### config.mk
export PLATFORM = sky130hd
export DESIGN_NAME = hit_sensor_frontend_flat
export DESIGN_NICKNAME = d
export VERILOG_FILES = /design/src/rtl/hit_pkg.sv /design/src/rtl/hit_sensor_frontend_if.sv /design/src/rtl/sensor_debounce.sv /design/src/rtl/hit_sensor_frontend.sv /design/src/flat_wrapper.sv
export SDC_FILE = /design/constraint.sdc
export NUM_CORES = 1
export LEC_CHECK = 0
export BUFFER_PORTS_ARGS = -buffer_cell sky130_fd_sc_hd__buf_2
export CAP_MARGIN = 10
export CELL_PAD_IN_SITES_DETAIL_PLACEMENT = 0
export CELL_PAD_IN_SITES_GLOBAL_PLACEMENT = 1
export CORE_UTILIZATION = 51
export CTS_CLUSTER_SIZE = 25
export DETAILED_ROUTE_END_ITERATION = 8
export PLACE_DENSITY = 0.92
export SETUP_SLACK_MARGIN = 0.5
export SYNTH_ARGS = -nofsm -noshare
export SYNTH_HDL_FRONTEND = slang
export SYNTH_SLANG_ARGS = --single-unit
### constraint.sdc
create_clock -name CLOCK_50 -period 6.36 [get_ports CLOCK_50]
set_input_delay 0.636 -clock CLOCK_50 [delete_from_list [all_inputs] [get_ports CLOCK_50]]
set_output_delay 0.636 -clock CLOCK_50 [all_outputs]
set_load 0.01 [all_outputs]
### src/rtl/hit_pkg.sv
// Shared types and 50 MHz defaults for the whack-sensor front end.
package hit_pkg;

  localparam logic [1:0] BOX_NONE            = 2'b11;
  localparam int         DEBOUNCE_CYCLES_DEF = 500000;   // 10 ms
  localparam int         LOCKOUT_CYCLES_DEF  = 5000000;  // 100 ms

  typedef enum logic [1:0] {IDLE, ARMED, LOCKOUT} hit_state_t;

  // Fixed priority: lowest box index wins a same-cycle collision.
  function automatic logic [1:0] lowest_box(input logic [2:0] ev);
    logic [1:0] box;
    box = BOX_NONE;
    if (ev[2]) box = 2'd2;
    if (ev[1]) box = 2'd1;
    if (ev[0]) box = 2'd0;
    return box;
  endfunction

endpackage

### src/rtl/hit_sensor_frontend_if.sv
// Sensor-side inputs and hit-event outputs of the front end.
interface hit_sensor_frontend_if #(parameter int NUM_SENSORS = 3);
  logic [NUM_SENSORS-1:0] sensor_raw;
  logic                   arm;
  logic                   hit_valid;
  logic [1:0]             hit_box;
  logic                   hit_multi;
  logic [NUM_SENSORS-1:0] sensor_level;
  logic [7:0]             dropped_count;

  modport master (input sensor_raw, arm,
                  output hit_valid, hit_box, hit_multi, sensor_level, dropped_count);
  modport slave  (output sensor_raw, arm,
                  input hit_valid, hit_box, hit_multi, sensor_level, dropped_count);
endinterface

### src/rtl/sensor_debounce.sv
// One sensor channel: 2-FF synchroniser, stable-count debounce, rising-edge detect.
module sensor_debounce #(
  parameter int DEBOUNCE_CYCLES = 500000
) (
  input  logic CLOCK_50,
  input  logic reset,
  input  logic raw,
  output logic level,
  output logic rise
);
  localparam int             CW       = $clog2(DEBOUNCE_CYCLES + 1);
  localparam logic [CW-1:0]  CNT_LAST = CW'(DEBOUNCE_CYCLES - 1);

  logic          meta_q, meta_d;
  logic          sync_q, sync_d;
  logic          deb_q, deb_d;
  logic          deb_dly_q, deb_dly_d;
  logic [CW-1:0] cnt_q, cnt_d;

  // Any cycle that agrees with the accepted level restarts the count.
  always_comb begin
    meta_d    = raw;
    sync_d    = meta_q;
    deb_d     = deb_q;
    deb_dly_d = deb_q;
    cnt_d     = '0;
    if (sync_q != deb_q) begin
      if (cnt_q == CNT_LAST) deb_d = sync_q;
      else                   cnt_d = cnt_q + 1'b1;
    end
  end

  always_ff @(posedge CLOCK_50 or posedge reset) begin
    if (reset) begin
      meta_q    <= 1'b0;
      sync_q    <= 1'b0;
      deb_q     <= 1'b0;
      deb_dly_q <= 1'b0;
      cnt_q     <= '0;
    end else begin
      meta_q    <= meta_d;
      sync_q    <= sync_d;
      deb_q     <= deb_d;
      deb_dly_q <= deb_dly_d;
      cnt_q     <= cnt_d;
    end
  end

  assign level = deb_q;
  assign rise  = deb_q & ~deb_dly_q;

endmodule

### src/rtl/hit_sensor_frontend.sv
// Debounced hit events, arbitration and arm FSM feeding the game datapath.
// Define HIT_LOCKOUT_EN to build the post-hit lockout window and drop counter.
module hit_sensor_frontend
  import hit_pkg::*;
#(
  parameter int NUM_SENSORS     = 3,
  parameter int DEBOUNCE_CYCLES = DEBOUNCE_CYCLES_DEF,
  parameter int LOCKOUT_CYCLES  = LOCKOUT_CYCLES_DEF
) (
  input logic                    CLOCK_50,
  input logic                    reset,
  hit_sensor_frontend_if.master  bus
);

  logic [NUM_SENSORS-1:0] raw_w, level_w, ev;
  logic [2:0]             ev3;

  assign raw_w = bus.sensor_raw;

  sensor_debounce #(.DEBOUNCE_CYCLES(DEBOUNCE_CYCLES)) u_deb [NUM_SENSORS-1:0] (
    .CLOCK_50 (CLOCK_50),
    .reset    (reset),
    .raw      (raw_w),
    .level    (level_w),
    .rise     (ev)
  );

  always_comb begin
    ev3 = '0;
    ev3[NUM_SENSORS-1:0] = ev;
  end

  hit_state_t state_q, state_d;
  logic       hit_valid_q, hit_valid_d;
  logic       hit_multi_q, hit_multi_d;
  logic [1:0] hit_box_q, hit_box_d;

`ifdef HIT_LOCKOUT_EN
  localparam int LW = $clog2(LOCKOUT_CYCLES + 1);
  logic [LW-1:0] lock_q, lock_d;
  logic [7:0]    drop_q, drop_d;
`else
  logic unused_lockout_cfg;
  assign unused_lockout_cfg = ^32'(LOCKOUT_CYCLES);
`endif

  always_comb begin
    state_d     = state_q;
    hit_valid_d = 1'b0;
    hit_multi_d = 1'b0;
    hit_box_d   = hit_box_q;
`ifdef HIT_LOCKOUT_EN
    lock_d      = lock_q;
    drop_d      = drop_q;
`endif
    case (state_q)
      IDLE:  if (bus.arm) state_d = ARMED;
      ARMED: begin
        if (|ev) begin
          hit_valid_d = 1'b1;
          hit_box_d   = lowest_box(ev3);
          hit_multi_d = ($countones(ev) > 1);
`ifdef HIT_LOCKOUT_EN
          state_d     = LOCKOUT;
          lock_d      = LW'(LOCKOUT_CYCLES - 1);
`endif
        end
      end
`ifdef HIT_LOCKOUT_EN
      LOCKOUT: begin
        if (|ev && drop_q != 8'hFF) drop_d = drop_q + 8'd1;
        if (lock_q == '0) state_d = ARMED;
        else              lock_d  = lock_q - 1'b1;
      end
`endif
      default: state_d = IDLE;
    endcase
    // Disarm wins over everything, but a hit on the same edge still reports.
    if (!bus.arm) begin
      state_d = IDLE;
`ifdef HIT_LOCKOUT_EN
      lock_d  = '0;
`endif
    end
  end

  always_ff @(posedge CLOCK_50 or posedge reset) begin
    if (reset) begin
      state_q     <= IDLE;
      hit_valid_q <= 1'b0;
      hit_multi_q <= 1'b0;
      hit_box_q   <= BOX_NONE;
`ifdef HIT_LOCKOUT_EN
      lock_q      <= '0;
      drop_q      <= '0;
`endif
    end else begin
      state_q     <= state_d;
      hit_valid_q <= hit_valid_d;
      hit_multi_q <= hit_multi_d;
      hit_box_q   <= hit_box_d;
`ifdef HIT_LOCKOUT_EN
      lock_q      <= lock_d;
      drop_q      <= drop_d;
`endif
    end
  end

  assign bus.hit_valid    = hit_valid_q;
  assign bus.hit_box      = hit_box_q;
  assign bus.hit_multi    = hit_multi_q;
  assign bus.sensor_level = level_w;
`ifdef HIT_LOCKOUT_EN
  assign bus.dropped_count = drop_q;
`else
  assign bus.dropped_count = 8'd0;
`endif

endmodule

### src/flat_wrapper.sv
// flat-port wrapper written by rule: the top's interface ports become plain ports
module hit_sensor_frontend_flat import hit_pkg::*;
#(
  parameter int NUM_SENSORS     = 3,
  parameter int DEBOUNCE_CYCLES = DEBOUNCE_CYCLES_DEF,
  parameter int LOCKOUT_CYCLES  = LOCKOUT_CYCLES_DEF
)
  (CLOCK_50, reset, bus_sensor_raw, bus_arm, bus_hit_valid, bus_hit_box, bus_hit_multi, bus_sensor_level, bus_dropped_count);
  hit_sensor_frontend_if #(.NUM_SENSORS(NUM_SENSORS)) bus_i ();
  input logic CLOCK_50;
  input logic reset;
  input wire logic [$bits(bus_i.sensor_raw)-1:0] bus_sensor_raw;
  input wire logic [$bits(bus_i.arm)-1:0] bus_arm;
  output wire logic [$bits(bus_i.hit_valid)-1:0] bus_hit_valid;
  output wire logic [$bits(bus_i.hit_box)-1:0] bus_hit_box;
  output wire logic [$bits(bus_i.hit_multi)-1:0] bus_hit_multi;
  output wire logic [$bits(bus_i.sensor_level)-1:0] bus_sensor_level;
  output wire logic [$bits(bus_i.dropped_count)-1:0] bus_dropped_count;
  assign bus_i.sensor_raw = bus_sensor_raw;
  assign bus_i.arm = bus_arm;
  assign bus_hit_valid = bus_i.hit_valid;
  assign bus_hit_box = bus_i.hit_box;
  assign bus_hit_multi = bus_i.hit_multi;
  assign bus_sensor_level = bus_i.sensor_level;
  assign bus_dropped_count = bus_i.dropped_count;
  hit_sensor_frontend #(.NUM_SENSORS(NUM_SENSORS), .DEBOUNCE_CYCLES(DEBOUNCE_CYCLES), .LOCKOUT_CYCLES(LOCKOUT_CYCLES)) u_core (.CLOCK_50(CLOCK_50), .reset(reset), .bus(bus_i));
endmodule
==> results of run 1 <==
-- metrics by stage --
stage,worst slack (ns),util (%)
after floorplan,3.846,-
after global placement,4.234,55.56
after detailed placement,4.185,55.56
after CTS,4.177,59.18
after global routing,3.999,59.18
final,4.208,59.18
-- report_power, final --
part           internal, W  switching [W]  total (W)
logic           0.00000822      0.0000222  0.0000304
registers         0.000477     0.00000616   0.000483
clock network     0.000261       0.000168   0.000430
total             0.000746       0.000197   0.000943
-- sequential cells by signal, indices dropped and copies added, names as in the netlist --
signal,count
u_core.u_deb.cnt_q,57
u_core.u_deb.deb_dly_q,3
u_core.u_deb.level,3
u_core.u_deb.meta_q,3
u_core.u_deb.sync_q,3
u_core.bus.hit_box,2
u_core.bus.hit_multi,1
u_core.bus.hit_valid,1
u_core.state_q,1
-- metal layers --
metal  part of all wire, %  GRT usage (%)  wire (µm)  vias up
li1                      -              -          -     1209
met1                    49          25.71       3027     1216
met2                    46          30.35       2809       41
met3                   3.2          3.502        194        8
met4                   1.5          8.166         91        0
met5                     0              0          0        -
-- worst min-delay path by stage --
stage,end,cells after the start,from
after floorplan,u_core.u_deb[0].sync_q$_DFF_PP0_,0,u_core.u_deb[0].meta_q$_DFF_PP0_
after CTS,u_core.u_deb[0].sync_q$_DFF_PP0_,0,u_core.u_deb[0].meta_q$_DFF_PP0_
after global routing,u_core.u_deb[1].sync_q$_DFF_PP0_,0,u_core.u_deb[1].meta_q$_DFF_PP0_
after detailed placement,u_core.u_deb[0].sync_q$_DFF_PP0_,0,u_core.u_deb[0].meta_q$_DFF_PP0_
after global placement,u_core.u_deb[0].sync_q$_DFF_PP0_,0,u_core.u_deb[0].meta_q$_DFF_PP0_
final,u_core.u_deb[0].sync_q$_DFF_PP0_,0,u_core.u_deb[0].meta_q$_DFF_PP0_
-- worst max-delay path, delay by kind of cell (launching register included) --
family / cells / cell delay (ns)
AO/OA/AOI/OAI: 2 / 0.90
buffers and inverters: 1 / 0.29
flip-flops: 1 / 0.40
adder cells (fa/ha/maj): 1 / 0.20
AND/OR/NAND/NOR: 1 / 0.24
-- cells in the mapped netlist, drive strengths merged, types with 4 or more instances --
cell type / instances
dfrtp: 72
nor2: 46
nand2: 21
xnor2: 20
xor2: 18
a21oi: 17
nand3: 16
buf: 13
inv: 13
nand4: 12
or4: 12
o21ai: 11
or3: 10
o31ai: 8
and4: 6
clkbuf: 6
ha: 5
nor3: 5
nor4: 5
and3: 4
mux2: 4
-- cells by family after synthesis --
logic type,Yosys count,share of synthesized area [%]
and+or+nand+nor,152,23.22
other,1,0.1064
adders and majority gates,5,1.775
xor gates and xnor gates,38,9.443
AOI/OAI and AO/OA,38,6.745
buffers and inverters,32,4.828
muxes,4,1.278
DFF,74,52.61
-- cell usage in the layout, fill, tap and decap left out, types with 5 or more instances in the layout --
| master | count |
|---|---|
| sky130_fd_sc_hd__xor2_1 | 18 |
| sky130_fd_sc_hd__o21ai_0 | 9 |
| sky130_fd_sc_hd__or4_1 | 11 |
| sky130_fd_sc_hd__and4_1 | 5 |
| sky130_fd_sc_hd__nor3_1 | 5 |
| sky130_fd_sc_hd__xnor2_1 | 20 |
| sky130_fd_sc_hd__nor2_1 | 46 |
| sky130_fd_sc_hd__nand3_1 | 15 |
| sky130_fd_sc_hd__nor4_1 | 5 |
| sky130_fd_sc_hd__inv_1 | 12 |
| sky130_fd_sc_hd__or3_1 | 10 |
| sky130_fd_sc_hd__buf_2 | 12 |
| sky130_fd_sc_hd__nand4_1 | 12 |
| sky130_fd_sc_hd__conb_1 | 8 |
| sky130_fd_sc_hd__a21oi_1 | 17 |
| sky130_fd_sc_hd__nand2_1 | 21 |
| sky130_fd_sc_hd__dfrtp_1 | 72 |
| sky130_fd_sc_hd__clkbuf_8 | 9 |
| sky130_fd_sc_hd__ha_1 | 5 |
| sky130_fd_sc_hd__o31ai_1 | 8 |
-- cell type report --
class	instances	area [µm²]
well taps	77	96.34
inverters	13	48.80
clock inverters	5	103.9
clock buffers	11	131.4
flip-flops and latches	74	1854
fillers	514	2651
repair buffers	15	82.58
multi-input cells	245	1526
==> out/results.env, run 1 <==
NUM-NETS-FINAL=369
TIMING.CRITICAL_PATH.TO_TYPE='flop'
CLASS_OF_THE_WORST_HOLD_PATH='flop to flop'
DIE-AREA_UM2=7247
SYNTH_FLOP_CELL='sky130_fd_sc_hd__dfrtp_1'
POST_CTS.REPAIR.SETUP_BUFFERS=0
AVGSYNTHCELLAREA_UM2=10.25
CLK_PIN_SLEW_WORST_PATHS_NS=0.08
LAYOUT-DRIVE-GT1-SHARE_PCT=11.85
WORST_PATH_CLASS_SETUP='flop to flop'
AVGVIACOUNTPERCELL=5.623
GRT_MAX_DEGREE=75
FP.DIEH_UM=85.13
POST-ROUTE-CELL-AREA_UM2=3844
FIRST_PASS_ITERS=4
TYPE_OF_ORIGIN_OF_THE_CRITICAL_PATH='flop'
CORE_AREA_UM2=6495
PEAK_VDD_IR_V=0.0001414
FINAL.HOLD.WORST_SLACK_NS=0.3534
RUN_STATUS='finished clean'
DRC=0
INSERTION_DELAY_NS=0.34
REPORT.POWER.TOTAL_W=0.0009433
SYNTH_REGISTER_BITS=74
CTS_SINKS=74
POST_CTS_HOLD_BUFFER_COUNT=0
DRT_WL_TOTAL_UM=6122
PLACEMENTROWS=29
FINALWORSTPATHREQUIREDPERIOD_NS=2.152
ROOT_BUFFER='sky130_fd_sc_hd__clkbuf_8'
WORST_SETUP_PATH_ENDPOINT='u_core.u_deb[0].cnt_q[15]$_DFF_PP0_'
PLACEMENT.CELL_AREA_UM2=3608
CRITICAL_PATH.SLOWEST_CELL='sky130_fd_sc_hd__o41ai_2'
CLOCK_SKEW_NS=0.009367
GRT_USAGE_PCT=19.05
POST_CTS.RESIZED_INSTANCES=0
YOSYS_WARNINGS=0
POWER.STATIC_LEAKAGE_nW=1.650
WIRE_PER_INST_UM=13.91
TRITONCTS='done'
RSZ0062_AT_GRT='no'
FP.DIEW_UM=85.13
FINAL_REPORT_SETUP_VIOLATION_COUNT=0
CAP_VIOL_MAX_COUNT=0
NUMBER_OF_H_TREE_LEVELS=3
PORT-BUFFER-COUNT=12
DPL.HPWL_UM=4174
AREA_DELTA_SYNTH_FINAL_PCT=9.052
NETLIST_AREA_UM2=3525
PLACE_INST=424
SYN_INST=344
WORST_SLEW_MARGIN_REL_PCT=40.10
PATH_CELLS='ha_1, nand3_1, o41ai_2, buf_4, a21oi_1'
GRT_FIRST_PASS_WIRELENGTH_UM=10970
COUNT_OF_FLIP_FLOPS_WITH_A_BUILT_IN_ENABLE_AFTER_SYNTHESIS=0
REQUIRED_NS=6.58
ANTENNA_CELLS_INSERTED=0
IOPINCOUNT=21
POST-SYNTH-TOP-AREA-FRACTION_PCT=51.12
R2R_CELLS=5
COUNT_OF_ROUTING_VIOLATIONS_AFTER_THE_OPENING_DETAILED_ROUTE_ITERATION=172
TRANSITION_AT_THE_PIN_WITH_THE_SMALLEST_MAX_TRANSITION_SLACK_NS=0.8888
SETUP.WORST_PATH.START='u_core.u_deb[0].cnt_q[0]$_DFF_PP0_'
SYNTH_TOP_CELL_BY_AREA='sky130_fd_sc_hd__dfrtp_1'
R2R-START='u_core.u_deb[0].cnt_q[0]$_DFF_PP0_'
SYNTH.DISTINCT_CELLS=42
LARGEST_INCREMENTAL_DELAY_ON_THE_CRITICAL_PATH_NS=0.85
MAXIMUM_FREQUENCY_FROM_STATIC_TIMING_ANALYSIS_GHz=0.4646
FINAL-HOLD-VIOLATION-COUNT=0
YOSYS-TOP-CELLS-AREA='sky130_fd_sc_hd__dfrtp_1 51%, sky130_fd_sc_hd__xnor2_1 5.0%, sky130_fd_sc_hd__nor2_1 4.9%, sky130_fd_sc_hd__xor2_1 4.5%, sky130_fd_sc_hd__a21oi_1 2.4%'
SLEW_VIOL_FINAL=0
SHARE_OF_SYNTHESIZED_REGISTERS_CARRYING_AN_ASYNC_SET_OR_RESET_PCT=100.0
VIAS=2474
R2R_SLACK_NS=4.21
CTS_MADE_BUFFERS=9
ROUTABILITY_CONGESTION_ESTIMATE=0.7996
FLOORPLAN.INITIALDENSITY_PCT=54.27
FIRST_GLOBAL_VIAS=2424
ANTENNA_VIOLATING_NETS_LEFT=0
GRT_ANTENNA_BEFORE_REPAIR=0
POWER_PER_CELL_AREA_nW_PER_UM2=245.4
MIN_PERIOD_OVER_PERIOD_PCT=33.84
SETUP_TNS_FINAL_NS=0
SYNTH_SEQ_AREA_SHARE_PCT=52.61
GR-TOTAL-OVERFLOW=0
CTS_MAX_PATH_BUFFERS=2
CRITPATHARRIVALTIME_NS=2.37
NUMBER_OF_STANDARD_CELLS_IN_THE_FINAL_LAYOUT_EXCLUDING_FILLERS=440
CP_MAX_FO=9
REG2REG_TO='u_core.u_deb[0].cnt_q[15]$_DFF_PP0_'
Note: power is estimated with default switching activity, not from simulation.
==> run 2: changes to the inputs <==
ABC_AREA = 1   (was default)
CORE_UTILIZATION = 41   (was 51)
PLACE_DENSITY = 0.85   (was 0.92)
clock period = 1.9 ns   (was 6.36 ns; I/O delays follow)
==> out/results.env, run 2 <==
R2R_CELLS=8  # +3
CLASS_OF_THE_WORST_HOLD_PATH='flop to flop'
POWER_PER_CELL_AREA_nW_PER_UM2=661.4  # +170%
YOSYS_WARNINGS=0  # unchanged
FINAL.HOLD.WORST_SLACK_NS=0.3561  # +0.002717 ns
FP.DIEW_UM=101.6  # +19%
POST-SYNTH-TOP-AREA-FRACTION_PCT=44.27  # -6.9 points
SETUP.WORST_PATH.START='u_core.u_deb[0].cnt_q[0]$_DFF_PP0_'
TIMING.FINAL.WS_SETUP_NS=0.5543  # -3.653 ns
FIRST_PASS_ITERS=4  # unchanged
SYNTH.DISTINCT_CELLS=29  # -31%
DRT_WL_TOTAL_UM=8470  # +38%
CP_MAX_FO=5  # -4
SYNTH_SEQ_AREA_SHARE_PCT=45.56  # -7.1 points
LARGEST_REGISTER_FF_COUNT=57  # unchanged
SLEW_VIOL_FINAL=0  # unchanged
SYNTH_TOP_CELL_BY_AREA='sky130_fd_sc_hd__dfrtp_1'
DIE-AREA_UM2=10330  # +43%
MIN-DELAY-START='u_core.u_deb[1].meta_q$_DFF_PP0_'
MAXIMUM_FREQUENCY_FROM_STATIC_TIMING_ANALYSIS_GHz=0.7431  # +60%
CLOCK_SKEW_NS=0.01334  # +0.003976 ns
COUNT_OF_ROUTING_VIOLATIONS_AFTER_THE_OPENING_DETAILED_ROUTE_ITERATION=189  # +9.9%
CAP_VIOL_MAX_COUNT=0  # unchanged
FP.DIEH_UM=101.6  # +19%
INTERNAL_POWER_W=0.002420  # +220%
MOSTFREQUENTLAYOUTCELL='sky130_fd_sc_hd__nor2_1'
GR-TOTAL-OVERFLOW=0  # unchanged
PLACEMENTROWS=35  # +21%
YOSYS-TOP-CELLS-AREA='sky130_fd_sc_hd__dfrtp_1 44%, sky130_fd_sc_hd__nor2_1 13%, sky130_fd_sc_hd__nand2_1 8.9%, sky130_fd_sc_hd__nand3_1 5.9%, sky130_fd_sc_hd__inv_1 4.8%'
REQUIRED_NS=2.15  # -4.43 ns
NUMBER_OF_H_TREE_LEVELS=3  # unchanged
SYNTH_FLOP_CELL='sky130_fd_sc_hd__dfrtp_1'
DRC=0  # unchanged
FINAL-HOLD-VIOLATION-COUNT=0  # unchanged
SHARE_OF_SYNTHESIZED_REGISTERS_CARRYING_AN_ASYNC_SET_OR_RESET_PCT=100.0  # unchanged
R2R_SLACK_NS=0.55  # -3.65 ns
CTS_MAX_PATH_BUFFERS=2  # unchanged
CLK_PIN_SLEW_WORST_PATHS_NS=0.09  # about the same
DPL.HPWL_UM=5962  # +43%
WORST_SETUP_PATH_ENDPOINT='u_core.u_deb[0].cnt_q[18]$_DFF_PP0_'
REG2REG_TO='u_core.u_deb[0].cnt_q[18]$_DFF_PP0_'
SYNTH_REGISTER_BITS=74  # unchanged
NUM-NETS-FINAL=574  # +56%
GRT_USAGE_PCT=18.16  # -0.89 points
TRITONCTS='done'
COUNT_OF_FLIP_FLOPS_WITH_A_BUILT_IN_ENABLE_AFTER_SYNTHESIS=0  # unchanged
RSZ0062_AT_GRT='yes'
LARGEST-REGISTER='u_core.u_deb.cnt_q'
MIN_PERIOD_OVER_PERIOD_PCT=70.82  # +37 points
SYN_INST=536  # +56%
YOSYS.CELL_COUNT.TOP_TYPE='sky130_fd_sc_hd__nor2_1'
INSERTION_DELAY_NS=0.35  # about the same
P_COMB_SHARE_PCT=4.4  # +1.2 points
CTS_MADE_BUFFERS=9  # unchanged
PORT-BUFFER-COUNT=12  # unchanged
TYPE_OF_ORIGIN_OF_THE_CRITICAL_PATH='flop'
R2R-START='u_core.u_deb[0].cnt_q[0]$_DFF_PP0_'
PEAK_VDD_IR_V=0.0004323  # +210%
FIRST_GLOBAL_VIAS=3076  # +27%
AVGSYNTHCELLAREA_UM2=7.594  # -26%
FINALWORSTPATHREQUIREDPERIOD_NS=1.346  # -0.8068 ns
CLOCKPOWERSHARE_PCT=43.8  # -1.7 points
GRT_ANTENNA_BEFORE_REPAIR=0  # unchanged
RUN_STATUS='finished clean'
CRITPATHARRIVALTIME_NS=1.60  # -0.77 ns
POWER.STATIC_LEAKAGE_nW=2.005  # +22%
POST-PLACE-WS_NS=0.4277  # -3.758 ns
LAYOUT-DRIVE-GT1-SHARE_PCT=18.31  # +6.5 points
CTS_SINKS=74  # unchanged
AREA_DELTA_SYNTH_FINAL_PCT=16.14
P_SW_SHARE_PCT=22.59  # +1.7 points
ANTENNA_CELLS_INSERTED=0  # unchanged
ROUTABILITY_CONGESTION_ESTIMATE=0.8802  # +10%
POST-ROUTE-CELL-AREA_UM2=4727  # +23%
WORST_PATH_CLASS_SETUP='flop to flop'
TIMING.CRITICAL_PATH.TO_TYPE='flop'
SYNTHTOPCELLSBYCOUNT='143 x sky130_fd_sc_hd__nor2_1, 97 x sky130_fd_sc_hd__nand2_1, 72 x sky130_fd_sc_hd__dfrtp_1, 52 x sky130_fd_sc_hd__inv_1, 48 x sky130_fd_sc_hd__nand3_1'
LAYOUT_COMMON_CELLS='134 x sky130_fd_sc_hd__nor2_1, 92 x sky130_fd_sc_hd__nand2_1, 65 x sky130_fd_sc_hd__dfrtp_1, 51 x sky130_fd_sc_hd__inv_1, 42 x sky130_fd_sc_hd__nand3_1'
P_SEQ_SHARE_PCT=51.8  # +0.6 points
FINAL_REPORT_SETUP_VIOLATION_COUNT=0  # unchanged
NET-SWITCHING-POWER_W=0.0007062  # +260%
PLACEMENT.CELL_AREA_UM2=4235  # +17%
AVGVIACOUNTPERCELL=4.789  # -15%
VIAS=3338  # +35%
NETLIST_AREA_UM2=4070  # +15%
FLOORPLAN.INITIALDENSITY_PCT=43.23  # -11 points
WIRE_PER_INST_UM=12.15  # -13%
GRT_MAX_DEGREE=75  # unchanged
IOPINCOUNT=21  # unchanged
ANTENNA_VIOLATING_NETS_LEFT=0  # unchanged
CORE_AREA_UM2=9415  # +45%
ROOT_BUFFER='sky130_fd_sc_hd__clkbuf_8'
SETUP_TNS_FINAL_NS=0  # unchanged
GRT_FIRST_PASS_WIRELENGTH_UM=14380  # +31%
## run 2: cell count changes after synthesis, sizes merged, moves of 12 or more
cell	before	now
nand2	21	108
nor2	46	158
nand3	16	50
inv	13	56
or4	12	0
## run 2: layout make-up
class | instances | area [µm²]
Sequential cell | 74 | 1863
Fill cell | 897 | 4688
Timing Repair Buffer | 25 | 182.7
Inverter | 56 | 214.0
Clock buffer | 11 | 141.4
Multi-Input combinational cell | 397 | 2087
Clock inverter | 5 | 77.57
Tap cell | 129 | 161.4
## run 2: stage by stage
| step | std cells | total power, W | utilization [%] |
|---|---|---|---|
| 6_report | 697 | 0.003126 | 50.21 |
| 5_1_grt | 697 | 0.003244 | 50.21 |
| 4_1_cts | 690 | 0.003140 | 48.19 |
| 3_5_place_dp | 669 | 0.001757 | 44.98 |
| 3_3_place_gp | 669 | 0.001752 | 44.98 |
| 2_1_floorplan | 543 | 0.001730 | - |
## run 2: cells by family after synthesis
group / Yosys count / share of synthesized area [%]
fa+ha+maj: 5 / 1.537
compound gates: 23 / 2.859
xor+xnor: 28 / 6.394
other cells: 1 / 0.09213
simple gates: 333 / 35.78
buf+inv: 72 / 7.777
flops: 74 / 45.56
## run 2: how the worst min path moves through the flow
stage / endpoint / slack (ns) / cells past startpoint
detailed placement: u_core.state_q[0]$_DFFE_PP0P_ / 0.30 / 1
finish: u_core.u_deb[1].sync_q$_DFF_PP0_ / 0.36 / 0
global placement: u_core.state_q[0]$_DFFE_PP0P_ / 0.30 / 1
global route: u_core.u_deb[1].sync_q$_DFF_PP0_ / 0.37 / 0
floorplan: u_core.u_deb[0].meta_q$_DFF_PP0_ / 0.22 / 0
CTS: u_core.u_deb[1].sync_q$_DFF_PP0_ / 0.36 / 0
## run 2: power by group through the flow
stage | Combinational [W] | Sequential (W) | Clock (W)
final | 0.000138 | 0.00162 | 0.00137
after global routing | 0.000159 | 0.00162 | 0.00146
after CTS | 0.000120 | 0.00161 | 0.00141
after detailed placement | 0.000111 | 0.00165 | 0
after global placement | 0.000108 | 0.00164 | 0
after floorplan | 0.0000890 | 0.00164 | 0
## run 2: layer usage
layer	up-vias	global-route usage (%)	share of wire, %
met4	0	7.581	1.2
met2	65	26.87	44
li1	1704	-	-
met5	-	0	0
met3	9	3.451	3.5
met1	1560	26.01	51
## run 2: repair_timing
action                                 in CTS  in global routing
hold buffers                                5                  0
endpoints found under the hold margin      76                  0
setup endpoints to repair                  18                 40
pin swaps                                   0                  6
setup buffers                               0                  7
gates resized for setup                     9                 38
## run 2: critical path: stages, from the launching register on
cell and delay (ns):
sky130_fd_sc_hd__dfrtp_1 0.38, sky130_fd_sc_hd__ha_2 0.22, sky130_fd_sc_hd__nand2_2 0.10, sky130_fd_sc_hd__nor2_4 0.14
sky130_fd_sc_hd__nand2_4 0.09, sky130_fd_sc_hd__nor2_4 0.12, sky130_fd_sc_hd__nand3_1 0.08, sky130_fd_sc_hd__nand3_1 0.07
sky130_fd_sc_hd__nor2_1 0.04
